`config.mk`:
```
export PLATFORM = sky130hd
export DESIGN_NAME = expansao_chave_flat
export DESIGN_NICKNAME = d
export VERILOG_FILES = /design/src/rtl/aes_pkg.sv /design/src/rtl/expansao_chave_if.sv /design/src/rtl/expansao_chave_funcaog.sv /design/src/rtl/expansao_chave.sv /design/src/flat_wrapper.sv
export SDC_FILE = /design/constraint.sdc
export NUM_CORES = 2
export LEC_CHECK = 0
export CAP_MARGIN = 15
export CORE_UTILIZATION = 63
export CTS_CLUSTER_SIZE = 10
export DETAILED_ROUTE_END_ITERATION = 10
export MAX_ROUTING_LAYER = met4
export PLACE_DENSITY = 0.83
export RECOVER_POWER = 25
export REMOVE_ABC_BUFFERS = 1
export SETUP_SLACK_MARGIN = 0.05
export SKIP_CTS_REPAIR_TIMING = 1
export SKIP_LAST_GASP = 1
export SYNTH_ARGS = -nofsm -noshare
export SYNTH_HDL_FRONTEND = slang
export SYNTH_HIERARCHICAL = 1
export SYNTH_SLANG_ARGS = --single-unit
```
`constraint.sdc`:
```
create_clock -name clk -period 20.5 [get_ports clk]
set_input_delay 3.075 -clock clk [delete_from_list [all_inputs] [get_ports clk]]
set_output_delay 3.075 -clock clk [all_outputs]
set_load 0.02 [all_outputs]
```
`src/rtl/aes_pkg.sv`:
```
// Shared AES constants, key-expansion FSM state type and GF(2^8) helpers.
package aes_pkg;

  localparam int unsigned NUM_RODADAS     = 10;
  localparam int unsigned LARGURA_PALAVRA = 32;
  localparam int unsigned LARGURA_CHAVE   = 128;

  typedef enum logic [1:0] {
    OCIOSO  = 2'd0,
    ENTREGA = 2'd1,
    FIM     = 2'd2
  } estado_t;

  function automatic logic [7:0] gmul(input logic [7:0] a, input logic [7:0] b);
    logic [7:0] p;
    logic [7:0] x;
    p = '0;
    x = a;
    for (int unsigned i = 0; i < 8; i++) begin
      if (b[i]) p = p ^ x;
      x = {x[6:0], 1'b0} ^ (x[7] ? 8'h1b : 8'h00);
    end
    return p;
  endfunction

  // S-box as inverse (a^254, square-and-multiply) followed by the affine map; 0 maps to 0 before affine.
  function automatic logic [7:0] sbox(input logic [7:0] a);
    logic [7:0] sq;
    logic [7:0] r;
    sq = a;
    r  = 8'h01;
    for (int unsigned k = 1; k < 8; k++) begin
      sq = gmul(sq, sq);
      r  = gmul(r, sq);
    end
    return r ^ {r[6:0], r[7]} ^ {r[5:0], r[7:6]} ^ {r[4:0], r[7:5]} ^ {r[3:0], r[7:4]} ^ 8'h63;
  endfunction

  function automatic logic [7:0] rcon(input logic [3:0] rodada);
    logic [7:0] r;
    case (rodada)
      4'd0:    r = 8'h01;
      4'd1:    r = 8'h02;
      4'd2:    r = 8'h04;
      4'd3:    r = 8'h08;
      4'd4:    r = 8'h10;
      4'd5:    r = 8'h20;
      4'd6:    r = 8'h40;
      4'd7:    r = 8'h80;
      4'd8:    r = 8'h1b;
      4'd9:    r = 8'h36;
      default: r = 8'h00;
    endcase
    return r;
  endfunction

endpackage

```
`src/rtl/expansao_chave_if.sv`:
```
// Round-key delivery bus: key, index and valid towards the round datapath, ready back.
interface expansao_chave_if;
  logic [aes_pkg::LARGURA_CHAVE-1:0] chave_rodada;
  logic [3:0]                        indice_rodada;
  logic                              valido;
  logic                              pronto;

  modport master (output chave_rodada, output indice_rodada, output valido, input pronto);
  modport slave  (input chave_rodada, input indice_rodada, input valido, output pronto);
endinterface

```
`src/rtl/expansao_chave_funcaog.sv`:
```
// AES key-schedule g function: RotWord, SubWord, then Rcon xor into the top byte.
module funcaoG
  import aes_pkg::*;
(
  input  logic [LARGURA_PALAVRA-1:0] palavra,
  input  logic [3:0]                 rodada,
  output logic [LARGURA_PALAVRA-1:0] resultado
);

  logic [LARGURA_PALAVRA-1:0] rot;
  logic [LARGURA_PALAVRA-1:0] sub;

  assign rot = {palavra[23:0], palavra[31:24]};

  always_comb begin
    sub = '0;
    for (int unsigned b = 0; b < 4; b++) begin
      sub[b*8 +: 8] = sbox(rot[b*8 +: 8]);
    end
  end

  assign resultado = sub ^ {rcon(rodada), 24'h000000};

endmodule

```
`src/rtl/expansao_chave.sv`:
```
// Iterative AES-128 key-expansion sequencer, one round key per accepted handshake.
// Optional round-key store enabled by defining ARMAZENA_CHAVES_EN.
module expansao_chave
  import aes_pkg::*;
#(
  parameter int unsigned NUM_RODADAS = aes_pkg::NUM_RODADAS
) (
  input  logic                     clk,
  input  logic                     rst_n,
  input  logic                     inicio,
  input  logic [LARGURA_CHAVE-1:0] chave,
  expansao_chave_if.master         rodada_if,
  output logic                     ocupado,
  output logic                     fim,
  input  logic [3:0]               leitura_indice,
  output logic [LARGURA_CHAVE-1:0] leitura_chave
);

  estado_t                    estado;
  logic [LARGURA_CHAVE-1:0]   chave_r;
  logic [3:0]                 indice_r;
  logic                       valido_r;
  logic [LARGURA_PALAVRA-1:0] w0, w1, w2, w3, t, n0, n1, n2, n3;
  logic [LARGURA_CHAVE-1:0]   proxima;
  logic                       aceite, ultimo, carrega, avanca;

  assign {w0, w1, w2, w3} = chave_r;

  funcaoG u_funcaog (
    .palavra   (w3),
    .rodada    (indice_r),
    .resultado (t)
  );

  assign n0      = w0 ^ t;
  assign n1      = w1 ^ n0;
  assign n2      = w2 ^ n1;
  assign n3      = w3 ^ n2;
  assign proxima = {n0, n1, n2, n3};

  assign aceite  = (estado == ENTREGA) && valido_r && rodada_if.pronto;
  assign ultimo  = (indice_r == 4'(NUM_RODADAS));
  assign carrega = (estado == OCIOSO) && inicio;
  assign avanca  = aceite && !ultimo;

  always_ff @(posedge clk or negedge rst_n) begin
    if (!rst_n) begin
      estado   <= OCIOSO;
      chave_r  <= '0;
      indice_r <= '0;
      valido_r <= 1'b0;
      ocupado  <= 1'b0;
      fim      <= 1'b0;
    end else begin
      unique case (estado)
        OCIOSO: begin
          fim <= 1'b0;
          if (carrega) begin
            chave_r  <= chave;
            indice_r <= '0;
            valido_r <= 1'b1;
            ocupado  <= 1'b1;
            estado   <= ENTREGA;
          end
        end
        ENTREGA: begin
          if (avanca) begin
            chave_r  <= proxima;
            indice_r <= indice_r + 4'd1;
          end else if (aceite) begin
            valido_r <= 1'b0;
            fim      <= 1'b1;
            estado   <= FIM;
          end
        end
        FIM: begin
          fim     <= 1'b0;
          ocupado <= 1'b0;
          estado  <= OCIOSO;
        end
        default: estado <= OCIOSO;
      endcase
    end
  end

  assign rodada_if.chave_rodada  = chave_r;
  assign rodada_if.indice_rodada = indice_r;
  assign rodada_if.valido        = valido_r;

`ifdef ARMAZENA_CHAVES_EN
  logic [LARGURA_CHAVE-1:0] banco [0:NUM_RODADAS];

  always_ff @(posedge clk or negedge rst_n) begin
    if (!rst_n) begin
      for (int unsigned i = 0; i <= NUM_RODADAS; i++) banco[i] <= '0;
    end else if (carrega) begin
      banco[0] <= chave;
    end else if (avanca) begin
      banco[indice_r + 4'd1] <= proxima;
    end
  end

  assign leitura_chave = (leitura_indice <= 4'(NUM_RODADAS)) ? banco[leitura_indice] : '0;
`else
  logic unused_leitura;
  assign unused_leitura = ^leitura_indice;
  assign leitura_chave  = '0;
`endif

endmodule

```
`src/flat_wrapper.sv`:
```
// flat-port wrapper written by rule: the top's interface ports become plain ports
module expansao_chave_flat import aes_pkg::*;
#(
  parameter int unsigned NUM_RODADAS = aes_pkg::NUM_RODADAS
)
  (clk, rst_n, inicio, chave, ocupado, fim, leitura_indice, leitura_chave, rodada_if_chave_rodada, rodada_if_indice_rodada, rodada_if_valido, rodada_if_pronto);
  expansao_chave_if rodada_if_i ();
  input  logic clk;
  input  logic rst_n;
  input  logic inicio;
  input  logic [LARGURA_CHAVE-1:0] chave;
  output logic ocupado;
  output logic fim;
  input  logic [3:0] leitura_indice;
  output logic [LARGURA_CHAVE-1:0] leitura_chave;
  output wire logic [$bits(rodada_if_i.chave_rodada)-1:0] rodada_if_chave_rodada;
  output wire logic [$bits(rodada_if_i.indice_rodada)-1:0] rodada_if_indice_rodada;
  output wire logic [$bits(rodada_if_i.valido)-1:0] rodada_if_valido;
  input wire logic [$bits(rodada_if_i.pronto)-1:0] rodada_if_pronto;
  assign rodada_if_chave_rodada = rodada_if_i.chave_rodada;
  assign rodada_if_indice_rodada = rodada_if_i.indice_rodada;
  assign rodada_if_valido = rodada_if_i.valido;
  assign rodada_if_i.pronto = rodada_if_pronto;
  expansao_chave #(.NUM_RODADAS(NUM_RODADAS)) u_core (.clk(clk), .rst_n(rst_n), .inicio(inicio), .chave(chave), .rodada_if(rodada_if_i), .ocupado(ocupado), .fim(fim), .leitura_indice(leitura_indice), .leitura_chave(leitura_chave));
endmodule
```
# Yosys cells after proc, flatten, opt, wreduce, memory -nomap -nowiden
# Memories as Yosys holds them, arrays and structs flattened.
# Index checks and enable logic that the tools add are counted.
word_totals:
  n_memories: 1
  rom_bits: 128
  inputBits: 136
  register_bits: 137
  out_inout_bits: 263
classes:
  eq_ne: 7
  n_reduce_logical: 15
  add_sub_neg: 1
  n_mux: 830
  bitwise: 781
mem_list:
  columns: ["memory", "words", "word_bits", "rd", "rd_clocked_by_memory_dff", "write_ports", "line_no", "source"]
  rows:
  - ["(name not given)", 16, 8, 1, 0, 0, "aes_pkg.sv:41", "case (rodada)"]
ops:
  columns: ["op", "n"]
  rows:
  - ["8-bit two-way mux", 420]
  - ["8-bit XOR", 380]
  - ["8-bit by 5-bit XOR with 8-bit output", 364]
  - ["5-bit two-way mux", 368]
  - ["128-bit two-way mux", 2]
  - ["128-bit one-hot mux with 2 select lines", 1]
  - ["32-bit XOR", 5]
  - ["7-bit two-way mux", 4]
  - ["1-bit NOT (first input constant)", 28]
  - ["4-bit two-way mux", 6]
  - ["6-bit two-way mux", 4]
  - ["4-bit NOT", 4]
  - ["2-bit two-way mux", 7]
  - ["3-bit two-way mux", 4]
  - ["1-bit two-way mux", 9]
  - ["3-bit AND reduction", 3]
  - ["4-bit one-hot mux with 2 select lines", 1]
  - ["2-bit by 1-bit inequality test with 1-bit output (second input constant)", 3]
  - ["1-bit one-hot mux with 2 select lines", 3]
  - ["2-bit nonzero test", 3]
  - ["4-bit by 1-bit adder with 4-bit output (second input constant)", 1]
  - ["4-bit == test (second input constant)", 1]
  - ["1-bit logical AND", 4]
  - ["2-bit one-hot mux with 2 select lines", 1]
  - ["other kinds (8)", 8]

# Longest topological paths before layout
logic_depth:
  ltp_word: 139
  depth_mapped: 67
  mapped_depth_nobuf: 56

# By module
# Netlist, hierarchy kept.
modules_own_cells:
  columns: ["module", "area_each_um2", "n_inst", "cells_each", "seq_area_each_um2"]
  rows:
  - ["funcaoG", 53911.7, 1, 7459, 0.0]
  - ["expansao_chave", 9300.2, 1, 1039, 3428.3]

# Worst setup path before layout
# Ideal clock, no wire load.
synth_path:
  kind: "register to register"
  start: "register u_core.chave_r[22], in the netlist u_core/rodada_if.chave_rodada[22]"
  end: "register u_core.chave_r[30], in the netlist u_core/rodada_if.chave_rodada[30]"
  arrival_time_ps: 15564
  setup_slack_ps: 4812
  period_less_slack_ps: 15688
  t_required_ps: 20376
  n_path_buf: 8
  stages_incl_launch_ff: 63
  path_cell_list: "dfrtp_1 -> buf_4 -> buf_6 -> xor2_2 -> xor2_2 -> inv_2 -> ha_1 -> clkbuf_1 -> inv_1 -> xnor2_1 -> xor2_1 -> o22ai_1 -> xnor2_2 -> inv_2 -> buf_4 -> ha_1 -> clkbuf_1 -> xor3_1 -> [... 27 more ...] -> a2bb2oi_1 -> xnor2_1 -> buf_4 -> mux2i_1 -> o21ai_0 -> a31oi_1 -> o2bb2ai_1 -> or3b_1 -> a21oi_1 -> o21ai_1 -> and3_1 -> nor4_1 -> xnor3_1 -> xnor2_1 -> xnor2_1 -> xnor3_1 -> nor3b_1 -> a211o_1"
synth_via:
  elab_chain_cells: 135
  elab_cells_between_ends: 393
synth_lines:
  columns: ["element", "line_no", "source"]
  rows:
  - ["from (decl)", "expansao_chave.sv:20", "logic [LARGURA_CHAVE-1:0] chave_r;"]
  - ["from (signal assigned)", "expansao_chave.sv:59", "chave_r <= chave;"]
  - ["from (signal assigned)", "expansao_chave.sv:68", "chave_r <= proxima;"]
  - ["8-bit by 5-bit XOR with 8-bit output or 8-bit two-way mux (tied branches)", "aes_pkg.sv:21, aes_pkg.sv:20", null]
  - ["8-bit XOR or 5-bit two-way mux (tied branches)", "aes_pkg.sv:20, aes_pkg.sv:21", null]
  - ["8-bit two-way mux or 8-bit by 5-bit XOR with 8-bit output (tied branches)", "aes_pkg.sv:20, aes_pkg.sv:21", null]
  - ["8-bit XOR", "aes_pkg.sv:20", "if (b[i]) p = p ^ x;"]
  - ["8-bit two-way mux", "aes_pkg.sv:20", null]
  - ["8-bit XOR", "aes_pkg.sv:20", null]
  - ["8-bit two-way mux", "aes_pkg.sv:20", null]
  - ["8-bit XOR", "aes_pkg.sv:20", null]
  - ["[... 120 more ...]", null, null]
  - ["32-bit XOR (*)", "expansao_chave_funcaog.sv:22", "assign resultado = sub ^ {rcon(rodada), 24'h000000};"]
  - ["net u_core.t[30]", "expansao_chave.sv:23", "logic [LARGURA_PALAVRA-1:0] w0, w1, w2, w3, t, n0, n1, n2, n3;"]
  - ["32-bit XOR (*)", "expansao_chave.sv:35", "assign n0 = w0 ^ t;"]
  - ["32-bit XOR (*)", "expansao_chave.sv:36", "assign n1 = w1 ^ n0;"]
  - ["32-bit XOR (*)", "expansao_chave.sv:37", "assign n2 = w2 ^ n1;"]
  - ["32-bit XOR (*)", "expansao_chave.sv:38", "assign n3 = w3 ^ n2;"]
  - ["128-bit two-way mux (*)", "expansao_chave.sv:67", "if (avanca) begin"]
  - ["128-bit one-hot mux with 2 select lines (*)", "expansao_chave.sv:55", "unique case (estado)"]
# Mark *: on every way through the listed nets, which the timed path passes. The rest lies on a longest branch. The select of a mux whose other input is x is not followed.
# A chain may end at the register's enable or synchronous reset.

# Final worst setup path
layout_path:
  start: "register u_core.chave_r[23], in the netlist u_core/rodada_if.chave_rodada[23]"
  end: "register u_core.chave_r[28], in the netlist u_core/rodada_if.chave_rodada[28]"
layout_via:
  elab_chain_cells: 135
  elab_cells_between_ends: 392
layout_lines:
  columns: ["element", "line_no"]
  rows:
  - ["5-bit two-way mux or 8-bit two-way mux (tied branches)", "aes_pkg.sv:21, aes_pkg.sv:20"]
  - ["8-bit by 5-bit XOR with 8-bit output or 8-bit XOR (tied branches)", "aes_pkg.sv:21, aes_pkg.sv:20"]
  - ["8-bit XOR or 8-bit two-way mux (tied branches)", "aes_pkg.sv:20"]
  - ["8-bit two-way mux or 8-bit XOR (tied branches)", "aes_pkg.sv:20"]
  - ["8-bit XOR or 8-bit two-way mux (tied branches)", "aes_pkg.sv:20"]
  - ["8-bit two-way mux or 8-bit XOR (tied branches)", "aes_pkg.sv:20"]
  - ["8-bit XOR or 8-bit two-way mux (tied branches)", "aes_pkg.sv:20"]
  - ["8-bit two-way mux or 8-bit XOR (tied branches)", "aes_pkg.sv:20"]
  - ["[... 120 more ...]", null]
  - ["32-bit XOR (*)", "expansao_chave_funcaog.sv:22"]
  - ["net u_core.t[28]", "expansao_chave.sv:23"]
  - ["32-bit XOR (*)", "expansao_chave.sv:35"]
  - ["32-bit XOR (*)", "expansao_chave.sv:36"]
  - ["32-bit XOR (*)", "expansao_chave.sv:37"]
  - ["32-bit XOR (*)", "expansao_chave.sv:38"]
  - ["128-bit two-way mux (*)", "expansao_chave.sv:67"]
  - ["128-bit one-hot mux with 2 select lines (*)", "expansao_chave.sv:55"]
# Marked as above.

==> results.toml <==
[sta]
max_freq_ghz = 0.05140
tns_ns = 0
finalCritPeriodShare_pct = 94.91
max_slew_margin_pct = -180.0
rsz0062_at_grt = "no"
setup_viol = 0
maxSlewViolCount = 210
worstMarginPinSlew_ns = 4.200
hold_viol = 0
finClkSkew_ns = 0.01742
period_minus_slack_ns = 19.46

[yosys]
async_reset_ff_share_pct = 100.0
yosysWarnings = 6
yosys.area.top_type = "xnor2_1"
yosysSeqAreaShare_pct = 5.423
post-synth-top-count-cell = "xnor2_1"
synth.distinct_cells = 117
yosys-top-cells-area = "xnor2_1 22%, xnor3_1 11%, nor2_1 7.1%"
avgSynthCellArea_um2 = 7.438
synth.cell_area_um2 = 63210
yosys_most_used_dff = "dfrtp_1"
synthTopCellsByCount = "1608 x xnor2_1, 1195 x nor2_1, 933 x nand2_1"
syn_inst = 8498
synth-edff-count = 0
ys_seq_elements = 137
synth_top_area_share_pct = 22.28

[critical_path]
cp_slowest_cell = "dfrtp_1"
arrival_ns = 19.82
crit-reg2reg-launch = "u_core/rodada_if.chave_rodada[23]"
cp-end-kind = "flip-flop"
path_common_cell = "xnor2_1"
crit_required_ns = 20.86
critPathKind = "flip-flop to flip-flop"
rr_endpoint = "u_core/rodada_if.chave_rodada[28]"
cpPeakStageDelay_ns = 0.90
worst_r2r_path_depth = 55
r2r_slack_ns = 1.04
crit_path_start_kind = "flip-flop"
worstPathMaxFanout = 21

[job]
maxCapViolCount = 4

[outcome]
outcome = "finished with violations"
violations = "max-capacitance violations, max-slew violations"

[routing]
vias_per_cell = 6.387
num_vias = 62690
post_drt_wl_per_cell_um = 19.95
drt_iter0_markers = 7948
drt-pass1-iter-count = 6
wirelength_mm = 195.8
antenna_left = 0
drc = 0

[hold_path]
min_from = "u_core/fim"
min_path_type = "flip-flop to flip-flop"
holdPathStages = 1
min_to = "u_core/fim"

[place]
io_buffer_count = 266
hpwl_mm = 141.8
gp_routability_congestion = 0.9919

[global_route]
grt_pass1_vias = 57430
grtUsageTotal_pct = 37.81
grt_first_pass_wirelength_mm = 309.2
globalRoute.totalOverflow = 0
grt_start_max_net_pins = 97
antenna_found_initial = 12

[cts]
cts_htree_levels = 4
cts_buffer_depth = 2
cts-root-buf = "clkbuf_16"
cts_tree = "built"
cts.sinks = 137
insertion_delay_ns = 0.49
clkTransAtPathRegs_ns = 0.07
tritoncts.num_buffers = 17

[final_layout]
area_growth_pct = 6.819
final_layout_size_suffix_gt1_share_pct = 7.423
nets = 8658

[floorplanning]
ios = 399
num_rows = 115
die_area_um2 = 101600
fp.coreArea_um2 = 98850
die_w_um = 318.8
die_y_um = 318.8
start_util_pct = 63.95
## cell type report
| type | instances | area, um^2 |
|---|---|---|
| antenna | 14 | 35.03 |
| clock buffer | 18 | 439.2 |
| clock inverter | 14 | 137.6 |
| fill | 8314 | 31330 |
| inverter | 88 | 330.3 |
| multi-input combinational | 7725 | 56900 |
| sequential | 137 | 3428 |
| tap | 1287 | 1610 |
| timing repair buffer | 532 | 4642 |
## worst max-delay path, delay by kind of cell (launching register included)
| kind | cells | cell delay (ns) |
|---|---|---|
| buffers and inverters | 4 | 0.66 |
| multiplexers | 5 | 1.63 |
| XOR/XNOR | 23 | 8.95 |
| flip-flops | 1 | 0.90 |
| AND/OR/NAND/NOR | 11 | 3.23 |
| AO/OA/AOI/OAI | 8 | 2.35 |
| adder cells (fa/ha/maj) | 4 | 1.58 |
## flip-flops by register name, summed over array words and instances (netlist names)
register,flops
u_core/estado,2
u_core/fim,1
u_core/ocupado,1
u_core/rodada_if.chave_rodada,128
u_core/rodada_if.indice_rodada,4
u_core/rodada_if.valido,1
## cells by family after synthesis
logic type | after synthesis | share of synthesized area (%)
adders and majority gates | 23 | 0.4473
AOI/OAI and AO/OA | 1806 | 18.06
DFF | 137 | 5.423
xor gates and xnor gates | 2567 | 45.88
other | 1 | 0.005932
buffers and inverters | 763 | 5.806
muxes | 224 | 3.745
and+or+nand+nor | 2977 | 20.64
## layer usage
metal,vias up,global-route usage [%],wire length (um)
li1,29010,-,-
met1,29740,49.55,79520
met3,460,5.792,19480
met2,3488,59.02,90230
met5,-,-,0
met4,0,13.44,6554
## cells in the final DEF, fill, tap and decap left out, types with 113 or more instances in the layout
cell and count:
nor3_1 206, o21ai_0 430, nand3_1 174, xor2_1 439, xnor3_1 303, conb_1 128
o22ai_1 115, dfrtp_1 137, a21oi_1 516, nor2_1 1195, clkdlybuf4s50_1 263, xnor2_2 113
nand2_1 932, mux2i_1 174, buf_4 263, xnor2_1 1579
## through the flow
stage / worst slack, ns / area (um^2) / cells / utilization, % / hold WS, ns
final: 1.043 / 67520 / 9815 / 68.31 / 0.5070
after global routing: 0.1334 / 67520 / 9814 / 68.30 / 0.5262
after CTS: 1.174 / 67460 / 9798 / 68.24 / 0.5024
after detailed placement: 1.226 / 66880 / 9766 / 67.66 / 0.4917
after global placement: 1.523 / 66880 / 9766 / 67.66 / 0.4762
after floorplan: 1.283 / 60350 / 7950 / - / 0.5131
## how the worst max path moves through the flow
stage | slack, ns | from | cells after the start | end
after detailed placement | 1.23 | u_core/rodada_if.chave_rodada[23] | 55 | u_core/rodada_if.chave_rodada[28]
after CTS | 1.17 | u_core/rodada_if.chave_rodada[23] | 55 | u_core/rodada_if.chave_rodada[28]
after floorplan | 1.28 | u_core/rodada_if.chave_rodada[15] | 47 | u_core/rodada_if.chave_rodada[18]
final | 1.04 | u_core/rodada_if.chave_rodada[23] | 55 | u_core/rodada_if.chave_rodada[28]
after global placement | 1.52 | u_core/rodada_if.chave_rodada[23] | 55 | u_core/rodada_if.chave_rodada[28]
after global routing | 0.13 | u_core/rodada_if.chave_rodada[23] | 55 | u_core/rodada_if.chave_rodada[28]
Power is not shown: default switching activity piles up to over one toggle a cycle in this logic, so the estimate is an artifact.
